### config.mk
export PLATFORM = sky130hd
export DESIGN_NAME = lisa_program_loader
export DESIGN_NICKNAME = d
export VERILOG_FILES = /design/src/rtl/lisa_program_loader.sv
export SDC_FILE = /design/constraint.sdc
export NUM_CORES = 1
export LEC_CHECK = 0
export CAP_MARGIN = 20
export CELL_PAD_IN_SITES_DETAIL_PLACEMENT = 1
export CELL_PAD_IN_SITES_GLOBAL_PLACEMENT = 1
export CORE_ASPECT_RATIO = 1.75
export CORE_UTILIZATION = 53
export CTS_CLUSTER_DIAMETER = 120
export CTS_CLUSTER_SIZE = 14
export DETAILED_ROUTE_END_ITERATION = 8
export DONT_BUFFER_PORTS = 1
export PLACE_DENSITY_LB_ADDON = 0.1
export SLEW_MARGIN = 40
export SYNTH_ARGS = -nofsm -noshare
export SYNTH_HDL_FRONTEND = slang
export SYNTH_SLANG_ARGS = --single-unit
### constraint.sdc
create_clock -name clk -period 7.27 [get_ports clk]
set_input_delay 0 -clock clk [delete_from_list [all_inputs] [get_ports clk]]
set_output_delay 0 -clock clk [all_outputs]
set_load 0.02 [all_outputs]
### src/rtl/lisa_program_loader.sv
// lisa_program_loader: framed byte-stream loader for the LISA core's instruction memory.
// Frame: SYNC, ADDR_H, ADDR_L, LEN_H, LEN_L, LEN payload bytes, CSUM.
// The core is held in reset from SYNC until the checksum has verified.
module lisa_program_loader #(
    parameter int unsigned MEM_BYTES = 512,
    parameter logic [7:0]  SYNC_BYTE = 8'hA5
) (
    input  logic        clk,
    input  logic        rst_n,
    input  logic        in_valid,
    input  logic [7:0]  in_data,
    output logic        in_ready,
    output logic        prog_we,
    output logic [15:0] prog_addr,
    output logic [7:0]  prog_data,
    output logic        core_rst,
    output logic        load_done,
    output logic        load_err,
    output logic [15:0] bytes_written
);

    localparam int unsigned AW = 16;
    localparam int unsigned DW = 8;
    localparam int unsigned EW = AW + 1;

    typedef enum logic [3:0] {
        S_IDLE, S_ADDR_H, S_ADDR_L, S_LEN_H, S_LEN_L, S_DATA, S_CSUM, S_DONE, S_ERR
    } state_e;

    state_e         state_q, state_d;
    logic [AW-1:0]  base_q, base_d;
    logic [AW-1:0]  len_q, len_d;
    logic [AW-1:0]  idx_q, idx_d;
    logic [DW-1:0]  sum_q, sum_d;
    logic           ready_q, ready_d;
    logic           we_q, we_d;
    logic [AW-1:0]  addr_q, addr_d;
    logic [DW-1:0]  data_q, data_d;
    logic           core_rst_q, core_rst_d;
    logic           done_q, done_d;
    logic           err_q, err_d;
    logic [AW-1:0]  bw_q, bw_d;

    logic           accept;
    logic [AW-1:0]  len_full;
    logic [EW-1:0]  end_addr;
    logic [DW-1:0]  sum_in;

    assign accept   = in_valid && ready_q;
    assign len_full = {len_q[AW-1:DW], in_data};
    // 17-bit end address so base+len cannot wrap past the range check
    assign end_addr = EW'(base_q) + EW'(len_full);
    assign sum_in   = sum_q + in_data;

    // State and output registers; reset holds the core and idles the write port
    always_ff @(posedge clk or negedge rst_n) begin
        if (!rst_n) begin
            state_q    <= S_IDLE;
            base_q     <= '0;
            len_q      <= '0;
            idx_q      <= '0;
            sum_q      <= '0;
            ready_q    <= 1'b0;
            we_q       <= 1'b0;
            addr_q     <= '0;
            data_q     <= '0;
            core_rst_q <= 1'b1;
            done_q     <= 1'b0;
            err_q      <= 1'b0;
            bw_q       <= '0;
        end else begin
            state_q    <= state_d;
            base_q     <= base_d;
            len_q      <= len_d;
            idx_q      <= idx_d;
            sum_q      <= sum_d;
            ready_q    <= ready_d;
            we_q       <= we_d;
            addr_q     <= addr_d;
            data_q     <= data_d;
            core_rst_q <= core_rst_d;
            done_q     <= done_d;
            err_q      <= err_d;
            bw_q       <= bw_d;
        end
    end

    // Frame parser: next state, header capture, payload writes and verdict
    always_comb begin
        state_d    = state_q;
        base_d     = base_q;
        len_d      = len_q;
        idx_d      = idx_q;
        sum_d      = sum_q;
        ready_d    = 1'b1;
        we_d       = 1'b0;
        addr_d     = addr_q;
        data_d     = data_q;
        core_rst_d = core_rst_q;
        done_d     = done_q;
        err_d      = err_q;
        bw_d       = bw_q;

        if (accept) begin
            unique case (state_q)
                S_IDLE, S_DONE, S_ERR: begin
                    if (in_data == SYNC_BYTE) begin
                        state_d    = S_ADDR_H;
                        core_rst_d = 1'b1;
                        done_d     = 1'b0;
                        err_d      = 1'b0;
                        bw_d       = '0;
                        sum_d      = '0;
                    end
                end
                S_ADDR_H: begin
                    base_d  = {in_data, base_q[DW-1:0]};
                    sum_d   = sum_in;
                    state_d = S_ADDR_L;
                end
                S_ADDR_L: begin
                    base_d  = {base_q[AW-1:DW], in_data};
                    sum_d   = sum_in;
                    state_d = S_LEN_H;
                end
                S_LEN_H: begin
                    len_d   = {in_data, len_q[DW-1:0]};
                    sum_d   = sum_in;
                    state_d = S_LEN_L;
                end
                S_LEN_L: begin
                    len_d = len_full;
                    sum_d = sum_in;
                    idx_d = '0;
                    if (len_full == '0 || end_addr > EW'(MEM_BYTES)) begin
                        state_d = S_ERR;
                        err_d   = 1'b1;
                    end else begin
                        state_d = S_DATA;
                    end
                end
                S_DATA: begin
                    we_d   = 1'b1;
                    addr_d = base_q + idx_q;
                    data_d = in_data;
                    bw_d   = bw_q + AW'(1);
                    sum_d  = sum_in;
                    idx_d  = idx_q + AW'(1);
                    if (idx_q + AW'(1) == len_q) begin
                        state_d = S_CSUM;
                    end
                end
                S_CSUM: begin
                    if (sum_in == '0) begin
                        state_d    = S_DONE;
                        done_d     = 1'b1;
                        core_rst_d = 1'b0;
                    end else begin
                        state_d = S_ERR;
                        err_d   = 1'b1;
                    end
                end
                default: state_d = S_IDLE;
            endcase
        end
    end

    assign in_ready      = ready_q;
    assign prog_we       = we_q;
    assign prog_addr     = addr_q;
    assign prog_data     = data_q;
    assign core_rst      = core_rst_q;
    assign load_done     = done_q;
    assign load_err      = err_q;
    assign bytes_written = bw_q;

endmodule

### Word level (Yosys, flattened, before mapping)

Index checks and enable logic that the tools add are counted.

| storage, ports and cells | value |
|---|---|
| register bits after elaboration | 105 |
| output and inout port bits | 45 |
| word-level logic and storage cells | 86 |
| input port bits | 11 |

| cells by class | value |
|---|---|
| equality and inequality tests | 15 |
| add/subtract/negate cells | 5 |
| multiplexer cells | 23 |
| bitwise logic cells | 4 |
| $lt $le $gt $ge | 1 |
| reduce and logical (&&, ||, !) cells | 23 |

Operators with widths:

| operator | count |
|---|---|
| 16-bit one-hot mux with 2 select lines | 4 |
| 16-bit by 1-bit adder with 16-bit output, second input constant | 2 |
| 4-bit one-hot mux with 7 select lines | 1 |
| 3-bit AND reduction | 7 |
| 16-bit by 16-bit adder with 17-bit output | 1 |
| 17-bit by 10-bit greater-than comparator with 1-bit output, second input constant | 1 |
| 16-bit adder | 1 |
| 16-bit equality test | 1 |
| 4-bit by 3-bit equality test with 1-bit output, second input constant | 4 |
| 16-bit logical NOT | 1 |
| 16-bit two-way mux | 1 |
| 4-bit two-way mux | 4 |
| 8-bit one-hot mux with 2 select lines | 1 |
| 2-bit != test, second input constant | 5 |
| 8-bit adder | 1 |
| 4-bit by 2-bit equality test with 1-bit output, second input constant | 2 |
| 8-bit equality test, second input constant | 1 |
| 8-bit logical NOT | 1 |
| 1-bit two-way mux | 8 |
| 8-bit two-way mux | 1 |
| 2-bit nonzero test | 4 |
| 5-bit AND reduction | 1 |
| 5-bit OR reduction | 1 |
| 4-bit by 1-bit equality test with 1-bit output, second input constant | 1 |
| other kinds (11) | 16 |

### Longest topological paths before layout

Gate-level depths: netlist (run 1).

| logic depth | value |
|---|---|
| word-level depth | 5 |
| mapped depth | 11 |
| mapped depth without buffers | 11 |

### Worst setup path after synthesis (run 1)

No wires, ideal clock.

| path | value |
|---|---|
| path kind | register to register |
| from | register base_q[0] |
| to | register err_q (netlist: load_err) |
| stages on the path, launching flop included | 11 |
| setup time | 0.078 ns |
| arrival time | 2.488 ns |
| setup slack | 4.704 ns |
| data required time | 7.192 ns |
| clock period less this slack | 2.566 ns |
| cells stage by stage | dfrtp_1 > ha_1 > fa_1 > a21o_1 > o2111ai_1 > a21oi_1 > nor4_1 > nor4_1 > and4_1 > or3b_1 > a21oi_1 |

| on the way | value |
|---|---|
| longest elaborated chain between the ends | 5 |

RTL lines:

| item | RTL line | RTL |
|---|---|---|
| start, declared | 31 | `logic [AW-1:0] base_q, base_d;` |
| start signal, assigned | 73 | `base_q <= base_d;` |
| 16-bit by 16-bit adder with 17-bit output | 52 | `assign end_addr = EW'(base_q) + EW'(len_full);` |
| 17-bit by 10-bit greater-than comparator with 1-bit output | 135 | `if (len_full == '0 \|\| end_addr > EW'(MEM_BYTES)) begin` |
| 1-bit logical OR | 135 |  |
| 2-bit != test (no line) | -- |  |
| 5-bit AND reduction (no line) | -- |  |
| end signal, assigned | 83 | `err_q <= err_d;` |
| end, declared | 41 | `logic err_q, err_d;` |

No other way between the ends.
A chain may end at the register's enable or synchronous reset.

### Worst setup path after layout (run 1)

Same ends and word-level chain as after synthesis.

==> results of run 1 <==
==> power groups by stage <==
stage | clock network, mW | logic [mW] | registers [mW]
3_5_place_dp | 0 | 1.17 | 1.05
6_report | 0.526 | 1.22 | 1.04
3_3_place_gp | 0 | 1.11 | 1.04
2_1_floorplan | 0 | 0.936 | 0.940
5_1_grt | 0.552 | 1.35 | 1.06
4_1_cts | 0.530 | 1.21 | 1.04
==> Yosys cell counts, types with 5 or more instances <==
master | count | share of area
nand2_1 | 113 | 0.062
dfrtp_1 | 104 | 0.38
o21ai_0 | 69 | 0.051
nor2_1 | 49 | 0.027
ha_1 | 40 | 0.074
a21oi_1 | 29 | 0.021
xnor2_1 | 29 | 0.037
xor2_1 | 26 | 0.034
inv_1 | 25 | 0.014
clkbuf_1 | 22 | 0.012
mux2_2 | 22 | 0.036
nand3_1 | 16 | 0.012
a21o_1 | 11 | 0.012
nor3_1 | 11 | 0.0081
o31ai_1 | 11 | 0.012
nor2b_1 | 10 | 0.0092
o211ai_1 | 10 | 0.011
nand2b_1 | 9 | 0.0083
and3_1 | 8 | 0.0074
nand4_1 | 8 | 0.0074
nor4_1 | 8 | 0.0074
o21a_1 | 8 | 0.0088
a211oi_1 | 7 | 0.0077
and4_1 | 6 | 0.0077
o2111ai_1 | 6 | 0.0077
or4_1 | 6 | 0.0066
a31oi_1 | 5 | 0.0046
o21bai_1 | 5 | 0.0055
==> how the worst max path moves through the flow <==
| stage | from | end | slack (ns) |
|---|---|---|---|
| 2_1_floorplan | base_q[0] | load_err | 4.70 |
| 3_3_place_gp | state_q[1] | bytes_written[15] | 3.88 |
| 3_5_place_dp | state_q[1] | bytes_written[15] | 4.10 |
| 4_1_cts | state_q[1] | bytes_written[15] | 4.08 |
| 5_1_grt | state_q[1] | bytes_written[15] | 3.81 |
| 6_report | base_q[0] | load_err | 4.04 |
==> cell type report <==
class	instances	share of cell area
sequential	105	0.3574
multi-input combinational	595	0.5396
timing repair buffer	11	0.01701
clock inverter	7	0.01293
inverter	27	0.01378
clock buffer	9	0.03062
tap	168	0.02858
==> critical path: stages, from the launching register on <==
cell	delay (ns)
dfrtp_1	0.45
ha_1	0.26
fa_1	0.42
xor2_1	0.17
a2111oi_0	0.55
o2111ai_1	0.22
o41ai_1	0.42
and4_1	0.40
or3b_1	0.17
a21oi_1	0.07
==> layer usage <==
layer  routed length, µm  GRT usage  part of all wire  up-vias
met5                   0          0                 0        -
met4                1309     0.2131             0.063        0
met3                 693    0.05471             0.033       67
met2               11180     0.6012              0.54      134
met1                7663     0.3424              0.37     2969
li1                    -          -                 -     2722
==> state kept, by name, summed over array words and instances, names as in the netlist <==
signal,flops
prog_we,1
load_err,1
base_q,16
in_ready,1
sum_q,8
prog_data,8
state_q,4
bytes_written,16
load_done,1
core_rst,1
idx_q,16
len_q,16
prog_addr,16
==> logic make-up after synthesis <==
logic type               count (synthesis)  synth area share
AO/OA/AOI/OAI                          204            0.1974
XOR/XNOR                                55           0.07090
adder cells (fa/ha/maj)                 43           0.08250
buffers and inverters                   56           0.03149
flip-flops                             105            0.3869
multiplexers                            24           0.03941
other                                    1         0.0005520
AND/OR/NAND/NOR                        268            0.1908
==> results.py, run 1 <==
metrics = {
    "run_status": {
        "status": "completed",
    },
    "worst_setup_path": {
        "critPathMaxFanout": 3,
        "cp-end-kind": "flip-flop",
        "path_class": "flip-flop to flip-flop",
        "timing.rr.end": "load_err",
        "r2r_slack_ns": 4.04,
        "start_kind": "flip-flop",
        "arrival_ns": 3.47,
        "reg2reg_from": "base_q[0]",
        "reg2regPathDepth": 9,
        "worstPathRequired_ns": 7.51,
    },
    "layout": {
        "area_growth_pct": 8.250,
        "drive_gt1_frac": 0.07029,
        "num_antenna_cells": 0,
        "stdcell_area_um2": 7355,
        "fillCellCount": 1437,
        "final_cell_mix": "nand2_1, dfrtp_1, o21ai_0, nor2_1, ha_1",
        "multi_input_area_um2": 3969,
        "register_area_um2": 2629,
        "fin_cells": 922,
        "nets": 803,
        "post-route-util": 0.5884,
        "mostFrequentLayoutCell": "nand2_1",
    },
    "place": {
        "hpwl_mm": 14.91,
        "dp.cells": 896,
        "place_ws_ns": 4.101,
        "gp_congestion": 0.8773,
        "port-buffer-count": 0,
        "placed_area_um2": 6917,
    },
    "power": {
        "total_power_mw": 2.783,
        "p_per_area_nw_per_um2": 378.5,
        "clkPwrFrac": 0.189,
        "ir_drop_v": 0.0001876,
        "p_int_mw": 1.550,
        "leakage_nw": 3.295,
        "switchingPower_mw": 1.234,
        "sw_frac_of_total": 0.4433,
        "comb_power_share": 0.437,
        "pwr-share-seq": 0.374,
    },
    "synth": {
        "syn_avg_cell_area_um2": 8.987,
        "ys_seq_area_frac": 0.3869,
        "synth_seq_cells": 105,
        "synthesis.nets": 810,
        "synth_cell_types": 69,
        "synthFlopType": "dfrtp_1",
        "syn_area_um2": 6794,
        "syn-instance-count": 756,
        "synth_warnings": 0,
        "async_flop_share": 1.000,
        "synth_edf_count": 0,
    },
    "min_path": {
        "hold_path_depth": 3,
        "hp-class": "input port to flip-flop",
        "holdPathEnd": "sum_q[7]",
        "min-delay-start": "in_data[7]",
    },
    "grt": {
        "grt_pass1_vias": 6331,
        "overflow": 0,
        "grt_util_all_layers": 0.3299,
        "grt_max_degree": 106,
        "antenna_found_initial": 0,
        "grt_pass1_wl_mm": 32.88,
    },
    "timing": {
        "finalSetupTns_ns": 0,
        "timing.hold.ws_ns": 0.08050,
        "finalWorstSetupSlack_ns": 4.037,
        "hold_viol_final": 0,
        "layout_min_cycle_time_ns": 3.233,
        "finalSetupViolations": 0,
        "skew_ns": 0.01366,
        "timing.fmax_mhz": 309.3,
        "drv_slew": 0,
        "fin_crit_sh": 0.4447,
        "rsz0062_at_grt": "no",
        "tightestPinTransition_ns": 0.8320,
        "max_slew_margin": 0.4433,
    },
    "floorplanning": {
        "fp.dieW_um": 87.59,
        "num_rows": 54,
        "dieArea_um2": 13290,
        "coreArea_um2": 12500,
        "start_util": 0.5435,
        "num_io_pins": 56,
        "die_height_um": 151.8,
    },
    "clocking": {
        "worstSkewPairLatency_ns": 0.36,
        "cts_tree": "built",
        "cts_resized": 0,
        "cts_buffer_depth": 2,
        "clk_pin_slew_worst_paths_ns": 0.08,
        "htreeDepth": 3,
        "cts_sinks": 105,
        "cts_root_buf": "clkbuf_16",
        "hold_buffers": 10,
        "post-cts-setup-buffers": 0,
        "cts_buffers": 9,
    },
    "route": {
        "drtPass1Iterations": 4,
        "remaining_drc_errors": 0,
        "drtAntennaViolNets": 0,
        "post_drt_wl_per_cell_um": 22.61,
        "wirelength_mm": 20.85,
        "num_vias": 5892,
        "first_iter_violations": 269,
        "vias_per_cell": 6.390,
    },
    "run": {
        "drv_cap": 0,
    },
}
No activity file was read; power rests on OpenSTA's default activity.
==> run 2, diff against run 1 <==
--- a/config.mk
+++ b/config.mk
@@ -9,7 +9,7 @@
 export CELL_PAD_IN_SITES_DETAIL_PLACEMENT = 1
 export CELL_PAD_IN_SITES_GLOBAL_PLACEMENT = 1
 export CORE_ASPECT_RATIO = 1.75
-export CORE_UTILIZATION = 53
+export CORE_UTILIZATION = 50
 export CTS_CLUSTER_DIAMETER = 120
 export CTS_CLUSTER_SIZE = 14
 export DETAILED_ROUTE_END_ITERATION = 8
==> constraint.sdc (replaced) <==
create_clock -name clk -period 3.4 [get_ports clk]
set_input_delay 0 -clock clk [delete_from_list [all_inputs] [get_ports clk]]
set_output_delay 0 -clock clk [all_outputs]
set_load 0.02 [all_outputs]
==> run 2 against run 1 <==
Compared with the run above: die area is 5.9% higher; clock power is 100% higher; worst hold slack better by 0.00093 ns; non-clock buffer count is 4 higher; sequential power increased by 110%; wire length shrank 5.3%; register-to-register slack got worse by 3.6 ns; first-iteration DRC count decreased by 28%; critical endpoint is now state_q[0]; largest power group unchanged.
==> results.py, run 2 (same netlist as run 1, synthesis figures left out) <==
metrics = {
    "route": {
        "vias_per_cell": 6.264,
        "first_iter_violations": 195,
        "drtAntennaViolNets": 0,
        "wirelength_mm": 19.74,
        "remaining_drc_errors": 0,
        "post_drt_wl_per_cell_um": 21.18,
        "drtPass1Iterations": 4,
        "num_vias": 5838,
    },
    "timing": {
        "layout_min_cycle_time_ns": 3.075,
        "finalSetupTns_ns": 0,
        "finalWorstSetupSlack_ns": 0.3253,
        "tightestPinTransition_ns": 0.7563,
        "timing.fmax_mhz": 325.2,
        "hold_viol_final": 0,
        "fin_crit_sh": 0.9043,
        "timing.hold.ws_ns": 0.08143,
        "skew_ns": 0.01112,
        "max_slew_margin": 0.4958,
        "drv_slew": 0,
        "finalSetupViolations": 0,
        "rsz0062_at_grt": "no",
    },
    "grt": {
        "grt_pass1_wl_mm": 32.28,
        "grt_max_degree": 106,
        "grt_util_all_layers": 0.2942,
        "grt_pass1_vias": 6401,
        "overflow": 0,
        "antenna_found_initial": 0,
    },
    "power": {
        "ir_drop_v": 0.0003611,
        "sw_frac_of_total": 0.4422,
        "leakage_nw": 3.297,
        "comb_power_share": 0.439,
        "pwr-share-seq": 0.380,
        "p_int_mw": 3.234,
        "p_per_area_nw_per_um2": 786.9,
        "clkPwrFrac": 0.181,
        "switchingPower_mw": 2.563,
    },
    "layout": {
        "area_growth_pct": 8.435,
        "final_cell_mix": "nand2_1, dfrtp_1, o21ai_0, nor2_1, ha_1",
        "mostFrequentLayoutCell": "nand2_1",
        "drive_gt1_frac": 0.07520,
        "nets": 807,
        "fin_cells": 932,
        "num_antenna_cells": 0,
    },
    "clocking": {
        "cts_buffer_depth": 2,
        "cts_buffers": 9,
        "cts_sinks": 105,
        "clk_pin_slew_worst_paths_ns": 0.08,
        "htreeDepth": 3,
        "cts_root_buf": "clkbuf_16",
        "post-cts-setup-buffers": 0,
        "worstSkewPairLatency_ns": 0.36,
        "cts_tree": "built",
    },
    "floorplanning": {
        "fp.dieW_um": 90.12,
        "dieArea_um2": 14080,
        "num_rows": 56,
        "coreArea_um2": 13310,
        "num_io_pins": 56,
        "start_util": 0.5103,
        "die_height_um": 156.2,
    },
    "run_status": {
        "status": "completed",
    },
    "worst_setup_path": {
        "worstPathRequired_ns": 3.68,
        "path_buf_inv": 2,
        "critPathMaxFanout": 6,
        "start_kind": "input port",
        "critical-path-max-stage-delay_ns": 0.78,
        "timing.rr.end": "load_err",
        "path_class": "input port to flip-flop",
        "path_depth": 11,
        "crit_path_end": "state_q[0]",
        "cp-end-kind": "flip-flop",
        "crit_start": "in_data[0]",
        "arrival_ns": 3.35,
        "reg2regPathDepth": 10,
        "reg2reg_from": "base_q[0]",
        "path_cells": "dlygate4sd3_1, ha_1, inv_1, fa_1, xnor2_1, or3b_2, a2111oi_2, o2111ai_1, a221oi_1, a31oi_1, o21ai_1",
        "cp_top_family": "compound AO/OA/AOI/OAI gates",
        "r2r_slack_ns": 0.44,
        "crit_slowest_cell": "dlygate4sd3_1",
    },
    "place": {
        "place_ws_ns": 0.4431,
        "gp_congestion": 0.8833,
        "port-buffer-count": 0,
        "dp.cells": 906,
        "hpwl_mm": 14.47,
    },
    "min_path": {
        "hp-class": "input port to flip-flop",
    },
    "run": {
        "drv_cap": 0,
    },
}
## run 2: cell count changes in the layout (fill, tap and decap cells not counted)
cell and change:
a2111oi_0 -1, a2111oi_1 +1, buf_4 +4, bufinv_16 -1, clkinv_4 +1, clkinvlp_4 +1, inv_6 -1, or3_2 +1
or3_4 -1
## run 2: power groups by stage
| stage | registers [mW] | logic (mW) | clock network (mW) |
|---|---|---|---|
| finish | 2.21 | 2.54 | 1.05 |
| global route | 2.25 | 2.87 | 1.10 |
| CTS | 2.20 | 2.55 | 1.06 |
| detailed placement | 2.22 | 2.48 | 0 |
| global placement | 2.19 | 2.36 | 0 |
| floorplan | 2.01 | 2.00 | 0 |
## run 2: repair_timing
action                                  4_1_cts  5_1_grt
endpoints found under the setup margin        0        0
hold buffers                                 10        0
endpoints found under the hold margin       146        0
resized for setup                             0        0
## run 2: worst min-delay path by stage
stage | startpoint | to | cells past startpoint
after floorplan | rst_n | base_q[0] | 0
after global placement | rst_n | prog_addr[12] | 0
after detailed placement | rst_n | prog_addr[14] | 0
after CTS | in_data[7] | sum_q[7] | 3
after global routing | in_data[7] | sum_q[7] | 3
final | in_data[7] | sum_q[7] | 3
## run 2: per-stage QoR
stage	power [mW]	cell area, µm²	utilization
after floorplan	4.012	6794	-
after global placement	4.550	6950	0.5221
after detailed placement	4.701	6950	0.5221
after CTS	5.812	7366	0.5533
after global routing	6.225	7367	0.5534
final	5.797	7367	0.5534
## run 2: tightest hold or removal path, cell delays in order
cell and delay [ns]:
xnor2_1 0.13, nor3_1 0.09, o31ai_1 0.19
## run 2: layout make-up
cell class / instances / area (µm²)
clock buffer: 9 / 225.2
clock inverter: 7 / 72.57
fill: 1571 / 5946
inverter: 27 / 101.3
multi-input combinational: 595 / 3966
sequential: 105 / 2629
tap: 174 / 217.7
timing repair buffer: 15 / 155.1
## run 2: routing by layer
metal	share of wire	routed length [µm]	track usage	vias up
met5	0	0	0	-
met4	0.067	1314	0.1989	0
met3	0.030	586	0.03996	70
met2	0.53	10460	0.5362	126
met1	0.37	7387	0.3135	2918
li1	-	-	-	2724
